<file path="config.mk">
export PLATFORM = sky130hd
export DESIGN_NAME = seg7_scan_ctrl_flat
export DESIGN_NICKNAME = d
export VERILOG_FILES = /design/src/rtl/seg7_scan_if.sv /design/src/rtl/seg7_scan_ctrl.sv /design/src/flat_wrapper.sv
export SDC_FILE = /design/constraint.sdc
export NUM_CORES = 1
export LEC_CHECK = 0
export CORE_MARGIN = 2
export CORE_UTILIZATION = 49
export DETAILED_ROUTE_END_ITERATION = 8
export PLACE_DENSITY_LB_ADDON = 0.25
export SLEW_MARGIN = 20
export SYNTH_ARGS = -nofsm -noshare
export SYNTH_HDL_FRONTEND = slang
export SYNTH_SLANG_ARGS = --single-unit
</file>
<file path="constraint.sdc">
create_clock -name clk -period 3.13 [get_ports clk]
set_clock_uncertainty 0.05 [all_clocks]
set_input_delay 0.313 -clock clk [delete_from_list [all_inputs] [get_ports clk]]
set_output_delay 0.313 -clock clk [all_outputs]
set_load 0.005 [all_outputs]
</file>
<file path="src/rtl/seg7_scan_if.sv">
// Display-side bus of the 7-segment scan controller: the value to show (digits/dp/en)
// and the board pin drive (AN/CA) with the per-frame load strobe.
interface seg7_scan_if;
    logic [15:0] digits;
    logic [3:0]  dp;
    logic [3:0]  en;
    logic [3:0]  AN;
    logic [7:0]  CA;
    logic        frame_tick;

    modport master (output digits, dp, en, input AN, CA, frame_tick);
    modport slave  (input digits, dp, en, output AN, CA, frame_tick);
endinterface

</file>
<file path="src/rtl/seg7_scan_ctrl.sv">
// 4-digit common-anode 7-segment scan controller with per-slot blanking and per-frame shadowing.
// Optional: define SEG7_LEADING_ZERO_BLANK_EN to suppress leading zero digits 3..1.
module seg7_scan_ctrl #(
    parameter int SLOT_CYCLES  = 50000,
    parameter int BLANK_CYCLES = 500,
    parameter int CNT_W        = 16
) (
    input  logic        clk,
    input  logic        clear,
    seg7_scan_if.slave  bus
);
    typedef enum logic {BLANK, DRIVE} state_t;

    localparam logic [CNT_W-1:0] LAST_CNT  = CNT_W'(SLOT_CYCLES - 1);
    localparam logic [CNT_W-1:0] BLANK_CNT = CNT_W'(BLANK_CYCLES);

    state_t           state;
    logic [CNT_W-1:0] slot_cnt, cnt_nx;
    logic [1:0]       dig_idx, idx_nx;
    logic [15:0]      sh_digits, digits_nx;
    logic [3:0]       sh_dp, dp_nx, sh_en, en_nx, lit_mask;
    logic [3:0]       nib_nx;
    logic             wrap, load;

    function automatic logic [6:0] hex_seg(input logic [3:0] n);
        case (n)
            4'h0: hex_seg = 7'b1000000;
            4'h1: hex_seg = 7'b1111001;
            4'h2: hex_seg = 7'b0100100;
            4'h3: hex_seg = 7'b0110000;
            4'h4: hex_seg = 7'b0011001;
            4'h5: hex_seg = 7'b0010010;
            4'h6: hex_seg = 7'b0000010;
            4'h7: hex_seg = 7'b1111000;
            4'h8: hex_seg = 7'b0000000;
            4'h9: hex_seg = 7'b0010000;
            4'hA: hex_seg = 7'b0001000;
            4'hB: hex_seg = 7'b0000011;
            4'hC: hex_seg = 7'b1000110;
            4'hD: hex_seg = 7'b0100001;
            4'hE: hex_seg = 7'b0000110;
            default: hex_seg = 7'b0001110;
        endcase
    endfunction

    // Outputs are registered, so everything is computed for the cycle about to begin.
    always_comb begin
        wrap      = (slot_cnt == LAST_CNT);
        cnt_nx    = wrap ? '0 : slot_cnt + 1'b1;
        idx_nx    = wrap ? dig_idx + 2'd1 : dig_idx;
        load      = wrap && (dig_idx == 2'd3);
        digits_nx = load ? bus.digits : sh_digits;
        dp_nx     = load ? bus.dp     : sh_dp;
        en_nx     = load ? bus.en     : sh_en;
        nib_nx    = digits_nx[{idx_nx, 2'b00} +: 4];
    end

`ifdef SEG7_LEADING_ZERO_BLANK_EN
    logic zero_above;
    always_comb begin
        lit_mask   = en_nx;
        zero_above = 1'b1;
        for (int i = 3; i >= 1; i--) begin
            zero_above = zero_above && (digits_nx[i*4 +: 4] == 4'h0);
            if (zero_above && !dp_nx[i])
                lit_mask[i] = 1'b0;
        end
    end
`else
    always_comb begin
        lit_mask = en_nx;
    end
`endif

    always_ff @(posedge clk) begin
        if (clear) begin
            state          <= BLANK;
            slot_cnt       <= '0;
            dig_idx        <= 2'd0;
            sh_digits      <= '0;
            sh_dp          <= '0;
            sh_en          <= '0;
            bus.AN         <= 4'b1111;
            bus.CA         <= 8'hFF;
            bus.frame_tick <= 1'b0;
        end else begin
            slot_cnt       <= cnt_nx;
            dig_idx        <= idx_nx;
            sh_digits      <= digits_nx;
            sh_dp          <= dp_nx;
            sh_en          <= en_nx;
            bus.frame_tick <= (idx_nx == 2'd3) && (cnt_nx == LAST_CNT);
            case (state)
                BLANK: if (cnt_nx == BLANK_CNT) state <= DRIVE;
                DRIVE: if (wrap)                state <= BLANK;
                default:                        state <= BLANK;
            endcase
            if (cnt_nx >= BLANK_CNT && lit_mask[idx_nx]) begin
                bus.AN <= ~(4'b0001 << idx_nx);
                bus.CA <= {~dp_nx[idx_nx], hex_seg(nib_nx)};
            end else begin
                bus.AN <= 4'b1111;
                bus.CA <= 8'hFF;
            end
        end
    end
endmodule

</file>
<file path="src/flat_wrapper.sv">
// flat-port wrapper written by rule: the top's interface ports become plain ports
module seg7_scan_ctrl_flat 
#(
    parameter int SLOT_CYCLES  = 50000,
    parameter int BLANK_CYCLES = 500,
    parameter int CNT_W        = 16
)
  (clk, clear, bus_digits, bus_dp, bus_en, bus_AN, bus_CA, bus_frame_tick);
  seg7_scan_if bus_i ();
  input  logic clk;
  input  logic clear;
  input wire logic [$bits(bus_i.digits)-1:0] bus_digits;
  input wire logic [$bits(bus_i.dp)-1:0] bus_dp;
  input wire logic [$bits(bus_i.en)-1:0] bus_en;
  output wire logic [$bits(bus_i.AN)-1:0] bus_AN;
  output wire logic [$bits(bus_i.CA)-1:0] bus_CA;
  output wire logic [$bits(bus_i.frame_tick)-1:0] bus_frame_tick;
  assign bus_i.digits = bus_digits;
  assign bus_i.dp = bus_dp;
  assign bus_i.en = bus_en;
  assign bus_AN = bus_i.AN;
  assign bus_CA = bus_i.CA;
  assign bus_frame_tick = bus_i.frame_tick;
  seg7_scan_ctrl #(.SLOT_CYCLES(SLOT_CYCLES), .BLANK_CYCLES(BLANK_CYCLES), .CNT_W(CNT_W)) u_core (.clk(clk), .clear(clear), .bus(bus_i));
endmodule
</file>
; ---- Yosys cells after proc, flatten, opt, wreduce, memory -nomap -nowiden
; Memories as Yosys holds them, arrays and structs flattened. A register that Yosys moved wholly into a read port is not among the register bits.
; Cells that the tools add are included.
[classes]
add_sub_neg = 2
order_cmp = 2
eq_ne = 4
shifts = 2
muxes = 9
n_bitwise = 3
n_reduce_logical = 4
[ops]
columns = op, count
row1 = $eq 16x16->1 const B, 2
row2 = $mux 16, 2
row3 = $add 16x1->16 const B, 1
row4 = $ge 16x9->1 const B, 1
row5 = $shiftx 16x5->4, 1
row6 = $mux 4, 2
row7 = $bmux 1 s2, 2
row8 = $eq 2x2->1 const B, 2
row9 = $not 4->4, 1
row10 = $shl 1x2->4 const A, 1
row11 = $logic_and 1x1->1, 3
row12 = $lt 2x3->1 const B, 1
row13 = $add 2x1->2 const B, 1
row14 = $mux 1, 2
row15 = $mux 2, 1
row16 = $not 1->1, 2
row17 = $reduce_or 2->1, 1
[word_totals]
register_bits = 55
rom_bits = 112
in_bits = 26
out_inout_bits = 13
elab_cells = 35
memories = 1
[memory_table]
columns = name, words, word_bits, read_ports, rd_ports_with_merged_regs, write_ports, line_no
row1 = (name not given), 16, 7, 1, 1, 0, seg7_scan_ctrl.sv:26  ; case (n)

; ---- Depth between registers and ports, before layout
; Gate-level depths: netlist (run 1).
[logic_depth]
word_depth = 8
ltp_mapped = 13
depth_no_buf = 11

; ---- Least setup slack after synthesis (run 1)
; OpenSTA, ideal clock, no wires.
[synth_path]
path_kind = reg-to-reg
startpoint = reg u_core.slot_cnt[0]
endpoint = reg u_core.bus.CA[5]
setup_time_ns = 0.128
t_arrival_ns = 2.793
required_time_ns = 2.952
path_slack_ns = 0.159
stages_incl_launch_ff = 14
path_buffers = 2
synth_period_minus_slack_ns = 2.971
path_cell_list = dfxtp_1 > ha_1 > and4_1 > nand4_4 > buf_6 > buf_6 > mux2i_1 > nor2_1 > nor3_1 > inv_1 > ha_1 > mux2_4 > nand2_1 > o211ai_1
[synth_between]
elab_chain_len = 8
word_cells_on_any_way = 14
cone_classes = 1 x add/sub / 1 x order compare / 1 x eq/ne / 1 x shift / 6 x mux / 1 x bitwise / 3 x reduce/logical
[synth_lines]
columns = item, line_no
row1 = "start, declared", seg7_scan_ctrl.sv:18  ; logic [CNT_W-1:0] slot_cnt, cnt_nx;
row2 = "start signal, assigned", seg7_scan_ctrl.sv:87  ; slot_cnt <= cnt_nx;
row3 = "parallel branches: the longest is 8 deep, another holds $add 16x1->16", -
row4 = "end, declared", seg7_scan_if.sv:12  ; modport slave (input digits, dp, en, output AN, CA, frame_tick);
; Parallel ways; which one is timed is not known. The select of a mux whose other input is x is not followed.
; A chain may end at the register's enable or synchronous reset.

; ---- Worst setup path in the final report (run 1)
[layout_path]
startpoint = reg u_core.slot_cnt[0]
endpoint = reg u_core.bus.CA[3]
; Same word-level chain as after synthesis.

==> results.sh, run 1 <==
export IMPL_status="finished, final reports clean"
export IMPL_fp_coreArea_mm2=0.00544
export IMPL_syn_inst=297
export IMPL_drv_cap=0
export IMPL_worstReg2RegStart="u_core.slot_cnt[0]"
export IMPL_seq_area_mm2=0.00110
export IMPL_cts_clk_slew_worst_paths_ns=0.11
export IMPL_cts_setup_buffers=0
export IMPL_drive_gt1_share_pct=10.1
export IMPL_timing_fmax_mhz=349
export IMPL_slew_headroom_pct=71.5
export IMPL_clock_path_buffers=2
export IMPL_synthDistinctLibCells=46
export IMPL_post_route_period_util_pct=91.5
export IMPL_cts_buffers_inserted=5
export IMPL_power_leakage_nw=1.42
export IMPL_hpwlAfterDp_um=4110
export IMPL_port_buffer_count=38
export IMPL_crit_slowest_cell="mux2_2"
export IMPL_critical_path_required_ns=3.29
export IMPL_critPathKind="reg -> reg"
export IMPL_max_stage_delay_ns=0.43
export IMPL_reg2reg_to="u_core.bus.CA[3]"
export IMPL_dp_cells=402
export IMPL_gp_congestion=0.844
export IMPL_finalHoldViolCount=0
export IMPL_area_growth_pct=20.6
export IMPL_worst_pin_slew_ns=0.428
export IMPL_syn_avg_cell_area_um2=9.20
export IMPL_first_pass_iters=4
export IMPL_setup_tns_ns=0
export IMPL_power_density_mw_per_mm2=353
export IMPL_startpoint_type="flop"
export IMPL_r2r_setup_slack_ns=0.26
export IMPL_cp_max_fo=7
export IMPL_htreeDepth=2
export IMPL_grt_pass1_vias=2027
export IMPL_ys_ff_latch=55
export IMPL_grt_usage_pct=19.5
export IMPL_synth_top_area_share_pct=40.3
export IMPL_syn_nets=331
export IMPL_cp_end_kind="flop"
export IMPL_fin_crit_ns=2.87
export IMPL_worst_r2r_path_depth=11
export IMPL_routed_via_density=5.34
export IMPL_die_w_um=78.7
export IMPL_layout_commonest_cell="dfxtp_1"
export IMPL_crit_arrival_ns=3.02
export IMPL_wl_um=5500
export IMPL_drv_slew=0
export IMPL_first_iter_violations=98
export IMPL_synthArstFlopShare_pct=0
export IMPL_antenna_found_initial=0
export IMPL_wl_per_cell_um=13.4
export IMPL_utilization_pct=60.6
export IMPL_cts_root_buf="clkbuf_8"
export IMPL_grt_ovfl_total=0
export IMPL_finalNonFillerCells=410
export IMPL_cts_tree="done"
export IMPL_synth_area_leaders="dfxtp_1 (40%), mux2i_1 (10%), nor2_1 (7.4%)"
export IMPL_start_util_pct=50.3
export IMPL_path_cells="ha_1 -> and3_2 -> nand4_4 -> mux2_2 -> o22a_1 -> o221ai_2 -> inv_1 -> ha_1 -> nor2_1 -> a211oi_1 -> o21ai_1"
export IMPL_rsz0062_at_grt="no"
export IMPL_vias=2191
export IMPL_multi_input_area_mm2=0.00154
export IMPL_yosysTopAreaCell="dfxtp_1"
export IMPL_core_rowCount=27
export IMPL_clkSinkCount=55
export IMPL_worstSkewPairLatency_ns=0.31
export IMPL_drtAntennaViolNets=0
export IMPL_drc=0
export IMPL_final_cell_mix="dfxtp_1 (55), nor2_1 (54), clkdlybuf4s50_1 (38)"
export IMPL_grt_max_degree=30
export IMPL_fin_nets=371
export IMPL_synth_warnings=0
export IMPL_netlist_area_mm2=0.00273
export IMPL_worst_path_most_repeated_cell="ha_1"
export IMPL_boundaryPins=39
export IMPL_dieArea_mm2=0.00619
export IMPL_placed_cell_area_mm2=0.00319
export IMPL_insertedDiodeCount=0
export IMPL_setup_viol=0
export IMPL_grt_pass1_wl_um=9430
export IMPL_ys_flop_type="dfxtp_1"
export IMPL_ys_seq_area_share_pct=40.3
export IMPL_timing_critical_path_from="u_core.slot_cnt[0]"
export IMPL_ir_worst_vdd_mv=0.256
export IMPL_chipHeight_um=78.7
export IMPL_nFillCells=481
export IMPL_min_path_type="reg -> reg"
export IMPL_fin_area_mm2=0.00330
export IMPL_endpoint="u_core.bus.CA[3]"
export IMPL_synth_edf_count=0
[flip-flops by register name (all words and copies together) (netlist names)]
signal                 flops
u_core.bus.AN              4
u_core.slot_cnt           16
u_core.sh_dp               4
u_core.sh_digits          16
u_core.bus.CA              8
u_core.dig_idx             2
u_core.bus.frame_tick      1
u_core.sh_en               4
[worst min-delay path by stage]
stage / startpoint / end / cells after the start
floorplan: u_core.slot_cnt[0] / u_core.slot_cnt[0] / 1
global placement: u_core.slot_cnt[0] / u_core.slot_cnt[0] / 1
detailed placement: u_core.sh_dp[2] / u_core.sh_dp[2] / 2
CTS: u_core.sh_digits[13] / u_core.sh_digits[13] / 2
global route: u_core.sh_digits[13] / u_core.sh_digits[13] / 2
finish: u_core.sh_digits[0] / u_core.sh_digits[0] / 2
[critical path: cells and delay by family (launching register included)]
family                   cells  cell delay (ns)
AO/OA/AOI/OAI                4             0.68
AND/OR/NAND/NOR              3             0.53
adder cells (fa/ha/maj)      2             0.52
multiplexers                 1             0.43
flip-flops                   1             0.42
buffers and inverters        1             0.14
[cell usage after synthesis (3+ instances only)]
master	number
o31ai_1	3
mux2i_1	28
buf_6	4
nor2b_1	5
and4_1	4
nand4_1	7
xnor2_1	9
nor2_1	54
o21ai_0	4
clkbuf_1	6
inv_1	4
dfxtp_1	55
o22ai_1	5
nor3_1	4
a21oi_1	4
xor2_1	7
buf_2	5
o211ai_1	6
and3_1	3
nand3_1	7
nand2_1	24
nand2b_1	11
ha_1	8
[logic make-up after synthesis]
logic type               Yosys count  synth area share, %
buffers and inverters             20                 4.07
AND/OR/NAND/NOR                  133                 25.9
AO/OA/AOI/OAI                     32                 8.06
adder cells (fa/ha/maj)            8                 3.66
XOR/XNOR                          16                 5.13
multiplexers                      33                 13.0
flip-flops                        55                 40.3
[repair_timing]
action                     in CTS  in global routing
hold buffers                    0                  0
resized for setup               0                  3
setup endpoints to repair       0                  2
[layout make-up]
type / count / area share [%]
Timing Repair Buffer: 49 / 14.0
Inverter: 4 / 0.455
Sequential cell: 55 / 33.4
Clock inverter: 3 / 0.683
Clock buffer: 5 / 2.09
Tap cell: 72 / 2.73
Multi-Input combinational cell: 222 / 46.6
[per-layer routing]
layer  global-route usage [%]  share of wire, %  wire [µm]
met1                     26.3                48       2630
met2                     30.7                46       2550
met3                     4.43               4.1        225
met4                     7.19               1.7         95
met5                        0                 0          0
[per-stage QoR]
step / hold WS (ns) / power [mW] / setup WS, ns
3_3_place_gp: 0.416 / 0.777 / 0.141
3_5_place_dp: 0.432 / 0.777 / 0.0732
5_1_grt: 0.485 / 1.21 / 0.0359
2_1_floorplan: 0.395 / 0.738 / 0.159
6_report: 0.453 / 1.16 / 0.265
4_1_cts: 0.458 / 1.18 / 0.0686
[power by group]
group	internal, mW	switching [mW]
Sequential	0.702	0.00471
Combinational	0.0336	0.0194
Clock	0.161	0.243
Total	0.897	0.267
Power figures use the tool's default switching activity.
==> run 2: changes to the inputs <==
--- a/config.mk
+++ b/config.mk
@@ -6,7 +6,7 @@
 export NUM_CORES = 1
 export LEC_CHECK = 0
 export CORE_MARGIN = 2
-export CORE_UTILIZATION = 49
+export CORE_UTILIZATION = 25
 export DETAILED_ROUTE_END_ITERATION = 8
 export PLACE_DENSITY_LB_ADDON = 0.25
 export SLEW_MARGIN = 20
==> results.sh, run 2 (synthesized netlist as in run 1, its figures left out) <==
export IMPL_first_pass_iters=4
export IMPL_drv_cap=0
export IMPL_p_int_mw=0.920
export IMPL_timing_fmax_mhz=344
export IMPL_critical_path_required_ns=3.27
export IMPL_swShare_pct=21.7
export IMPL_critical_path_top_delay_family="simple AND/OR/NAND/NOR gates"
export IMPL_clock_path_buffers=2
export IMPL_met3_wirelength_um=200
export IMPL_ir_worst_vdd_mv=0.164
export IMPL_core_rowCount=38
export IMPL_drv_slew=0
export IMPL_nFillCells=1171
export IMPL_status="finished, final reports clean"
export IMPL_setup_tns_ns=0
export IMPL_fin_area_mm2=0.00344
export IMPL_insertedDiodeCount=0
export IMPL_critPathKind="reg -> reg"
export IMPL_fp_coreArea_mm2=0.0107
export IMPL_slew_headroom_pct=71.3
export IMPL_highest_layer="met4"
export IMPL_placed_cell_area_mm2=0.00331
export IMPL_drive_gt1_share_pct=11.8
export IMPL_reg_largest_list="u_core.sh_digits x16, u_core.slot_cnt x16, u_core.bus.CA x8"
export IMPL_cts_buffers_inserted=5
export IMPL_area_growth_pct=25.8
export IMPL_multi_input_area_mm2=0.00153
export IMPL_power_switching_mw=0.255
export IMPL_wl_per_cell_um=12.6
export IMPL_boundaryPins=39
export IMPL_dp_cells=474
export IMPL_path_cells="ha_1 -> and4_1 -> nand4_4 -> buf_4 -> mux2i_1 -> o22ai_1 -> or2_1 -> nand2b_2 -> o22ai_1 -> o21ai_1"
export IMPL_fin_nets=379
export IMPL_cp_max_fo=13
export IMPL_met1_length_um=3190
export IMPL_port_buffer_count=38
export IMPL_first_iter_violations=66
export IMPL_seqPwrFrac_pct=60.1
export IMPL_power_leakage_nw=1.45
export IMPL_startpoint_type="flop"
export IMPL_finalNonFillerCells=486
export IMPL_dieArea_mm2=0.0118
export IMPL_layout_commonest_cell="dfxtp_1"
export IMPL_hpwlAfterDp_um=4700
export IMPL_drtAntennaViolNets=0
export IMPL_max_stage_delay_ns=0.46
export IMPL_power_share_clock_pct=35.0
export IMPL_start_util_pct=25.4
export IMPL_fin_hold_ws_ns=0.448
export IMPL_gp_congestion=0.814
export IMPL_drc=0
export IMPL_die_w_um=109
export IMPL_seq_area_mm2=0.00110
export IMPL_setup_viol=0
export IMPL_crit_arrival_ns=3.05
export IMPL_vias=2179
export IMPL_min_path_type="reg -> reg"
export IMPL_htreeDepth=2
export IMPL_cp_end_kind="flop"
export IMPL_power_density_mw_per_mm2=342
export IMPL_grt_usage_pct=10.9
export IMPL_fin_crit_ns=2.90
export IMPL_cts_clk_slew_worst_paths_ns=0.10
export IMPL_worst_pin_slew_ns=0.431
export IMPL_finalHoldViolCount=0
export IMPL_dr_wl_met2_um=2660
export IMPL_grt_pass1_vias=2135
export IMPL_cts_root_buf="clkbuf_8"
export IMPL_worst_path_most_repeated_cell="o22ai_1"
export IMPL_chipHeight_um=109
export IMPL_finalWorstSetupSlack_ns=0.227
export IMPL_clkSinkCount=55
export IMPL_crit_slowest_cell="dfxtp_1"
export IMPL_routed_via_density=4.48
export IMPL_rsz0062_at_grt="no"
export IMPL_pwr_share_comb_pct=4.9
export IMPL_grt_ovfl_total=0
export IMPL_worstSkewPairLatency_ns=0.31
export IMPL_crit_buf_inv=1
export IMPL_post_route_period_util_pct=92.8
export IMPL_grt_max_degree=20
export IMPL_final_cell_mix="dfxtp_1 (55), nor2_1 (54), clkdlybuf4s50_1 (38)"
export IMPL_antenna_found_initial=0
export IMPL_grt_pass1_wl_um=10200
export IMPL_cts_tree="done"
export IMPL_wl_um=6130
export IMPL_dp_slack_ns=0.115
[run 2: cell types whose count changed in the layout (fill, tap and decap cells not counted)]
cell	delta
clkinv_2	-1
mux2i_4	-1
inv_6	-1
clkbuf_1	+1
buf_4	+8
mux2i_2	+1
clkbuf_8	+1
[run 2: worst paths after layout]
path | start | slack (ns) | cells past startpoint | end
worst min register to register | u_core.slot_cnt[0] | 0.45 | 1 | u_core.slot_cnt[0]
worst min-delay path | u_core.slot_cnt[0] | 0.45 | 1 | u_core.slot_cnt[0]
worst max-delay path | u_core.dig_idx[1] | 0.23 | 10 | u_core.bus.CA[0]
worst max register to register | u_core.dig_idx[1] | 0.23 | 10 | u_core.bus.CA[0]
[run 2: repair_timing]
action                     CTS  global route
setup endpoints to repair    0             4
setup buffers                0             4
hold buffers                 0             0
resized for setup            0             2
[run 2: through the flow]
step | total power [mW] | utilization (%)
2_1_floorplan | 0.738 | -
3_3_place_gp | 0.781 | 30.8
3_5_place_dp | 0.781 | 30.8
4_1_cts | 1.19 | 31.6
5_1_grt | 1.23 | 32.0
6_report | 1.18 | 32.0
[run 2: cell type report]
type                            count  area share, %
Clock inverter                      1          0.255
Timing Repair Buffer               57           15.2
Sequential cell                    55           32.0
Inverter                            4          0.437
Clock buffer                        7           2.51
Multi-Input combinational cell    222           44.5
Tap cell                          140           5.09
[run 2: routing by layer]
metal	up-vias	track usage [%]
met5	-	0
met1	1016	15.0
met2	32	17.3
met3	7	1.99
met4	0	3.30
li1	1124	-
[run 2: power groups by stage]
stage / registers (mW) / logic (mW) / clock network [mW]
2_1_floorplan: 0.722 / 0.0156 / 0
4_1_cts: 0.706 / 0.0591 / 0.427
3_5_place_dp: 0.722 / 0.0588 / 0
3_3_place_gp: 0.722 / 0.0592 / 0
6_report: 0.706 / 0.0578 / 0.412
5_1_grt: 0.707 / 0.0628 / 0.458
==> run 3: changes to the inputs <==
--- a/config.mk
+++ b/config.mk
@@ -5,6 +5,7 @@
 export SDC_FILE = /design/constraint.sdc
 export NUM_CORES = 1
 export LEC_CHECK = 0
+export CAP_MARGIN = 20
 export CORE_MARGIN = 2
 export CORE_UTILIZATION = 25
 export DETAILED_ROUTE_END_ITERATION = 8
==> results of run 3 <==
Same layout as run 2: the final DEF is identical, and so are final timing and power.
